--- src/rtl/rf_arb_pkg.sv ---
// Shared types and default widths for the register-file write arbiter.
package rf_arb_pkg;

  localparam int unsigned RF_ADDR_W = 5;
  localparam int unsigned RF_DATA_W = 32;

  typedef struct packed {
    logic [RF_ADDR_W-1:0] addr;
    logic [RF_DATA_W-1:0] data;
  } wr_req_t;

  typedef enum logic {
    NORMAL = 1'b0,
    FORCE  = 1'b1
  } arb_state_t;

endpackage

--- src/rtl/rf_wr_fifo.sv ---
// In-order buffer for multi-cycle writebacks; exposes per-entry addresses for hazard compare.
module rf_wr_fifo
  import rf_arb_pkg::*;
#(
  parameter int unsigned DEPTH = 2
) (
  input  logic                             clk,
  input  logic                             rst_n,
  input  logic                             i_push,
  input  wr_req_t                          i_din,
  input  logic                             i_pop,
  output logic                             o_full,
  output logic                             o_empty,
  output wr_req_t                          o_head,
  output logic [DEPTH-1:0]                 o_vld,
  output logic [DEPTH-1:0][RF_ADDR_W-1:0]  o_addr
);

  localparam int unsigned PTR_W = $clog2(DEPTH);
  localparam int unsigned CNT_W = $clog2(DEPTH) + 1;

  wr_req_t          r_mem [DEPTH];
  logic [PTR_W-1:0] r_wr_ptr;
  logic [PTR_W-1:0] r_rd_ptr;
  logic [CNT_W-1:0] r_count;
  logic             w_push;
  logic             w_pop;

  assign o_full  = (r_count == CNT_W'(DEPTH));
  assign o_empty = (r_count == '0);
  assign w_push  = i_push & ~o_full;
  assign w_pop   = i_pop & ~o_empty;
  assign o_head  = r_mem[r_rd_ptr];

  // Storage and pointers; power-of-2 depth lets pointers wrap naturally.
  always_ff @(posedge clk or negedge rst_n) begin
    if (!rst_n) begin
      r_wr_ptr <= '0;
      r_rd_ptr <= '0;
      r_count  <= '0;
      for (int unsigned i = 0; i < DEPTH; i++) r_mem[i] <= '0;
    end else begin
      if (w_push) begin
        r_mem[r_wr_ptr] <= i_din;
        r_wr_ptr        <= r_wr_ptr + PTR_W'(1);
      end
      if (w_pop) r_rd_ptr <= r_rd_ptr + PTR_W'(1);
      case ({w_push, w_pop})
        2'b10:   r_count <= r_count + CNT_W'(1);
        2'b01:   r_count <= r_count - CNT_W'(1);
        default: r_count <= r_count;
      endcase
    end
  end

  // An entry is live when its distance from the read pointer is below the count.
  always_comb begin
    for (int unsigned i = 0; i < DEPTH; i++) begin
      o_vld[i]  = CNT_W'(PTR_W'(PTR_W'(i) - r_rd_ptr)) < r_count;
      o_addr[i] = r_mem[i].addr;
    end
  end

endmodule

--- src/rtl/rf_write_arbiter.sv ---
// Shares the register-file write port between the ALU and the buffered multi-cycle path.
module rf_write_arbiter
  import rf_arb_pkg::*;
#(
  parameter int unsigned ADDR_W       = RF_ADDR_W,  // must match RF_ADDR_W of the package
  parameter int unsigned DATA_W       = RF_DATA_W,  // must match RF_DATA_W of the package
  parameter int unsigned FIFO_DEPTH   = 2,
  parameter int unsigned STARVE_LIMIT = 4
) (
  input  logic              clk,
  input  logic              rst_n,
  input  logic              alu_wr_valid,
  output logic              alu_wr_ready,
  input  logic [ADDR_W-1:0] alu_wr_addr,
  input  logic [DATA_W-1:0] alu_wr_data,
  input  logic              mcu_wr_valid,
  output logic              mcu_wr_ready,
  input  logic [ADDR_W-1:0] mcu_wr_addr,
  input  logic [DATA_W-1:0] mcu_wr_data,
  input  logic [ADDR_W-1:0] source1_reg,
  input  logic [ADDR_W-1:0] source2_reg,
  output logic              pend_hit1,
  output logic              pend_hit2,
  output logic              reg_write_en,
  output logic [ADDR_W-1:0] destination_reg,
  output logic [DATA_W-1:0] write_data
);

  localparam int unsigned SC_W = $clog2(STARVE_LIMIT + 1);

  arb_state_t                            r_state;
  arb_state_t                            w_state_nxt;
  logic [SC_W-1:0]                       r_starve_cnt;
  logic [SC_W-1:0]                       w_starve_nxt;
  logic                                  w_alu_win;
  logic                                  w_pop;
  logic                                  w_push;
  logic                                  w_fifo_full;
  logic                                  w_fifo_empty;
  wr_req_t                               w_head;
  wr_req_t                               w_mcu_req;
  wr_req_t                               w_win_req;
  logic [FIFO_DEPTH-1:0]                 w_vld;
  logic [FIFO_DEPTH-1:0][RF_ADDR_W-1:0]  w_addr;

  assign mcu_wr_ready = ~w_fifo_full;
  assign w_push       = mcu_wr_valid & ~w_fifo_full;
  assign w_mcu_req    = '{addr: mcu_wr_addr, data: mcu_wr_data};

  rf_wr_fifo #(
    .DEPTH (FIFO_DEPTH)
  ) u_fifo (
    .clk     (clk),
    .rst_n   (rst_n),
    .i_push  (w_push),
    .i_din   (w_mcu_req),
    .i_pop   (w_pop),
    .o_full  (w_fifo_full),
    .o_empty (w_fifo_empty),
    .o_head  (w_head),
    .o_vld   (w_vld),
    .o_addr  (w_addr)
  );

  // State and starvation counter registers.
  always_ff @(posedge clk or negedge rst_n) begin
    if (!rst_n) begin
      r_state      <= NORMAL;
      r_starve_cnt <= '0;
    end else begin
      r_state      <= w_state_nxt;
      r_starve_cnt <= w_starve_nxt;
    end
  end

  // Winner selection, starvation count update and FORCE entry/exit.
  always_comb begin
    w_state_nxt  = r_state;
    alu_wr_ready = 1'b0;
    w_alu_win    = 1'b0;
    w_pop        = 1'b0;
    w_starve_nxt = r_starve_cnt;
    w_win_req    = w_head;

    case (r_state)
      NORMAL: begin
        alu_wr_ready = 1'b1;
        if (alu_wr_valid)       w_alu_win = 1'b1;
        else if (!w_fifo_empty) w_pop     = 1'b1;
      end
      FORCE: begin
        w_pop       = ~w_fifo_empty;
        w_state_nxt = NORMAL;
      end
      default: w_state_nxt = NORMAL;
    endcase

    if (w_pop || w_fifo_empty)                                 w_starve_nxt = '0;
    else if (w_alu_win && r_starve_cnt != SC_W'(STARVE_LIMIT)) w_starve_nxt = r_starve_cnt + SC_W'(1);

    if (r_state == NORMAL && w_starve_nxt == SC_W'(STARVE_LIMIT)) w_state_nxt = FORCE;

    if (w_alu_win) w_win_req = '{addr: alu_wr_addr, data: alu_wr_data};
  end

  // Register-file port register; address 0 is consumed without a write strobe.
  always_ff @(posedge clk or negedge rst_n) begin
    if (!rst_n) begin
      reg_write_en    <= 1'b0;
      destination_reg <= '0;
      write_data      <= '0;
    end else if (w_alu_win || w_pop) begin
      reg_write_en    <= |w_win_req.addr;
      destination_reg <= w_win_req.addr;
      write_data      <= w_win_req.data;
    end else begin
      reg_write_en    <= 1'b0;
    end
  end

  // Pending-write hits against live buffer entries; register 0 never hits.
  always_comb begin
    pend_hit1 = 1'b0;
    pend_hit2 = 1'b0;
    for (int unsigned i = 0; i < FIFO_DEPTH; i++) begin
      if (w_vld[i] && (source1_reg != '0) && (w_addr[i] == source1_reg)) pend_hit1 = 1'b1;
      if (w_vld[i] && (source2_reg != '0) && (w_addr[i] == source2_reg)) pend_hit2 = 1'b1;
    end
  end

endmodule
--- config.mk ---
export PLATFORM = sky130hd
export DESIGN_NAME = rf_write_arbiter
export DESIGN_NICKNAME = d
export VERILOG_FILES = /design/src/rtl/rf_arb_pkg.sv /design/src/rtl/rf_wr_fifo.sv /design/src/rtl/rf_write_arbiter.sv
export SDC_FILE = /design/constraint.sdc
export NUM_CORES = 1
export LEC_CHECK = 0
export BUFFER_PORTS_ARGS = -buffer_cell sky130_fd_sc_hd__buf_2
export CORE_MARGIN = 2
export CORE_UTILIZATION = 49
export CTS_BUF_LIST = sky130_fd_sc_hd__clkbuf_16
export CTS_CLUSTER_DIAMETER = 30
export CTS_CLUSTER_SIZE = 25
export DETAILED_ROUTE_END_ITERATION = 8
export PLACE_DENSITY_LB_ADDON = 0.25
export SYNTH_ARGS = -nofsm -noshare
export SYNTH_HDL_FRONTEND = slang
export SYNTH_SLANG_ARGS = --single-unit
--- constraint.sdc ---
create_clock -name clk -period 1.75 [get_ports clk]
set_input_delay 0.35 -clock clk [delete_from_list [all_inputs] [get_ports clk]]
set_output_delay 0.35 -clock clk [all_outputs]
set_load 0.05 [all_outputs]
==> out/metrics.cfg <==
[critical_path]
crit_chain=xor2_1 > or4_4 > nor3_2 > o22a_2 > buf_6
setup.worst_path.start_class=flop
worstSetupPathType=reg -> out
path_depth=5
slowest_stage=or4_4
max_stage_delay_ns=0.53
crit_path_end_kind=output port
required_ns=1.40
crit_fanout=2
path_buf_inv=1
crit_family=simple AND/OR/NAND/NOR gates
critPathArrivalTime_ns=1.90
rr_worst_depth=6

[job]
maxCapViolCount=0

[routing]
dr_total_vias=4046
viasPerCell=5.23
drc=10
ant_nets=0
wirelength_mm=12.8
dr.pass1.iters=6
wl_per_cell_um=16.5
detail_route.iter0.violations=233

[sta]
hold_slack_ns=-0.0169
layout_min_cycle_time_ns=2.25
period_share_pct=129
skew_ns=0.00554
slew_headroom_pct=55.2
worst_slew_pin_slew_ns=0.672
hold_viol=2
finalSetupTns_ns=-0.978
rsz0062_at_grt=yes
slew_violations=0
clock.fmax_ghz=0.444
setup-violations-final=2
fin_ws_ns=-0.504

[final_layout]
fill_cells=906
layout.nets=711
synthToLayoutAreaGrowth_pct=26.3
multi_input_area_um2=2650
largest_register=u_fifo.r_mem
layout.cells.non_filler=774
largest_reg_flops=64
drive_gt1_share_pct=43.1
antennaDiodeCount=0
seq_area_um2=3000

[logic_synthesis]
avgSynthCellArea_um2=12.3
yosysUniqueCellTypes=35
ys_top_cells_by_count=dfrtp_1, mux2_4, nand2_1, nor2_1
synth-async-reset-ratio_pct=100
ys.flop_type=dfrtp_1
synth_fp_nets=564
syn_inst=473
yosys.area.top_type_share_pct=51.7
synth-seq-cells=120
yosysTopAreaCell=dfrtp_1
synth_edf_count=0
yosys-top-cells-area=dfrtp_1, mux2_4, mux2i_1, mux2_2, a21oi_1
synth.yosys.seq_area_share_pct=51.7
yosys_warnings=0
synth.most_common_cell=dfrtp_1
netlist_area_um2=5810

[global_routing]
antenna_found_initial=0
grt_pass1_vias=4231
grt_usage_pct=21.2
gr-total-overflow=0
grt_max_degree=121
grt_pass1_wl_mm=21.1

[floorplanning]
die_w_um=113
initial_utilization_pct=50.5
core_area_um2=11500
design.die.area_um2=12800
io_pins=130
num_rows=39
die_h_um=113

[clock_network]
htree_num_levels=4
ctsHoldBuffers=0
cts.sinks=120
cts_buffers=17
cts_tree=built
cts_root_buffer=clkbuf_16
clk_latency_ns=0.40
clkTransAtPathRegs_ns=0.05
cts.path.max_buffers=2

[status]
status=complete, but fails checks
violations=DRC, hold timing, setup timing

[place]
gp_congestion=0.873
port-buffer-count=129
dp.cells=742
hpwl_mm=8.43

[power]
p_leak_nw=3.62
peakVddDrop_mv=1.34
pwr_density_cell_nw_per_um2=2120

[min_path]
hold_class=in -> async

[cell families (layout without fill, tap and decap cells)]
group	count (synthesis)	in the layout	synth area share [%]
adders and majority gates	3	3	0.646
AOI/OAI and AO/OA	78	78	6.95
DFF	120	120	51.7
xor gates and xnor gates	26	26	3.92
buffers and inverters	30	188	3.51
and+or+nand+nor	102	102	8.16
muxes	114	114	25.2
[cell usage in the layout (no fill, tap or decap), types with 3 or more instances in the layout]
master	synthesis	final
dfrtp_1	120	119
inv_1	3	4
nor2_1	41	40
ha_1	3	3
o21ai_0	37	37
clkinv_1	0	4
a21oi_1	37	36
xnor2_1	12	12
buf_4	7	18
mux2_4	60	60
mux2_2	17	17
nand2_1	41	41
clkinv_2	0	4
clkbuf_16	0	17
mux2i_1	37	37
buf_2	7	125
buf_12	0	7
buf_6	3	5
xor2_1	14	13
[layout make-up]
cell class                      count  area share, %
Clock inverter                     13           1.57
Multi-Input combinational cell    323           36.1
Tap cell                          143           2.44
Clock buffer                       17           5.79
Inverter                            3          0.153
Timing Repair Buffer              155           13.0
Sequential cell                   120           40.9
[through the flow]
| stage | power (mW) | setup slack [ns] | cell area (µm²) | utilization (%) | hold slack, ns |
|---|---|---|---|---|---|
| after floorplan | 10.5 | -0.0861 | 5820 | - | 0.0544 |
| after global placement | 12.0 | -0.221 | 6740 | 58.6 | 0.464 |
| after detailed placement | 12.3 | -0.237 | 6740 | 58.6 | 0.473 |
| after CTS | 15.7 | -0.529 | 7310 | 63.5 | 0.0616 |
| after global routing | 16.5 | -0.576 | 7340 | 63.8 | 0.0748 |
| final | 15.6 | -0.504 | 7340 | 63.8 | -0.0169 |
[report_power, final]
| part | switching [mW] | leakage (nW) | internal [mW] |
|---|---|---|---|
| Clock | 1.18 | 0.269 | 2.04 |
| Combinational | 4.07 | 1.92 | 3.34 |
| Sequential | 0.825 | 1.43 | 4.14 |
[worst register-to-register path: cells and delay by family, from the launching register on]
family | cells | cell delay (ns)
buf+inv | 2 | 0.40
flops | 1 | 0.37
mux | 1 | 0.37
simple gates | 3 | 0.38
[routing by layer]
layer  up-vias  track usage [%]  routed length (µm)
met4         0             5.77                 146
met2        99             35.6                6400
li1       1935                -                   -
met1      1998             27.5                5650
met3        14             5.30                 606
met5         -                0                   0
[final timing paths]
kind	start	slack, ns	endpoint
worst min register to register	destination_reg[2]	0.49	destination_reg[2]
worst min-delay path	rst_n	-0.02	u_fifo.r_mem[8]
worst max register to register	u_fifo.r_count[0]	0.11	u_fifo.r_mem[47]
max in group asynchronous	rst_n	1.18	u_fifo.r_rd_ptr
min in group clk	alu_wr_data[5]	0.15	write_data[5]
worst max-delay path	u_fifo.o_addr[6]	-0.50	pend_hit2
[repair_timing]
| item | CTS | global route |
|---|---|---|
| buffers inserted | 1 | 1 |
| gates resized for setup | 6 | 5 |
| pin swaps | 3 | 4 |
| endpoints found under the setup margin | 3 | 8 |
No activity file was read; power rests on OpenSTA's default activity.
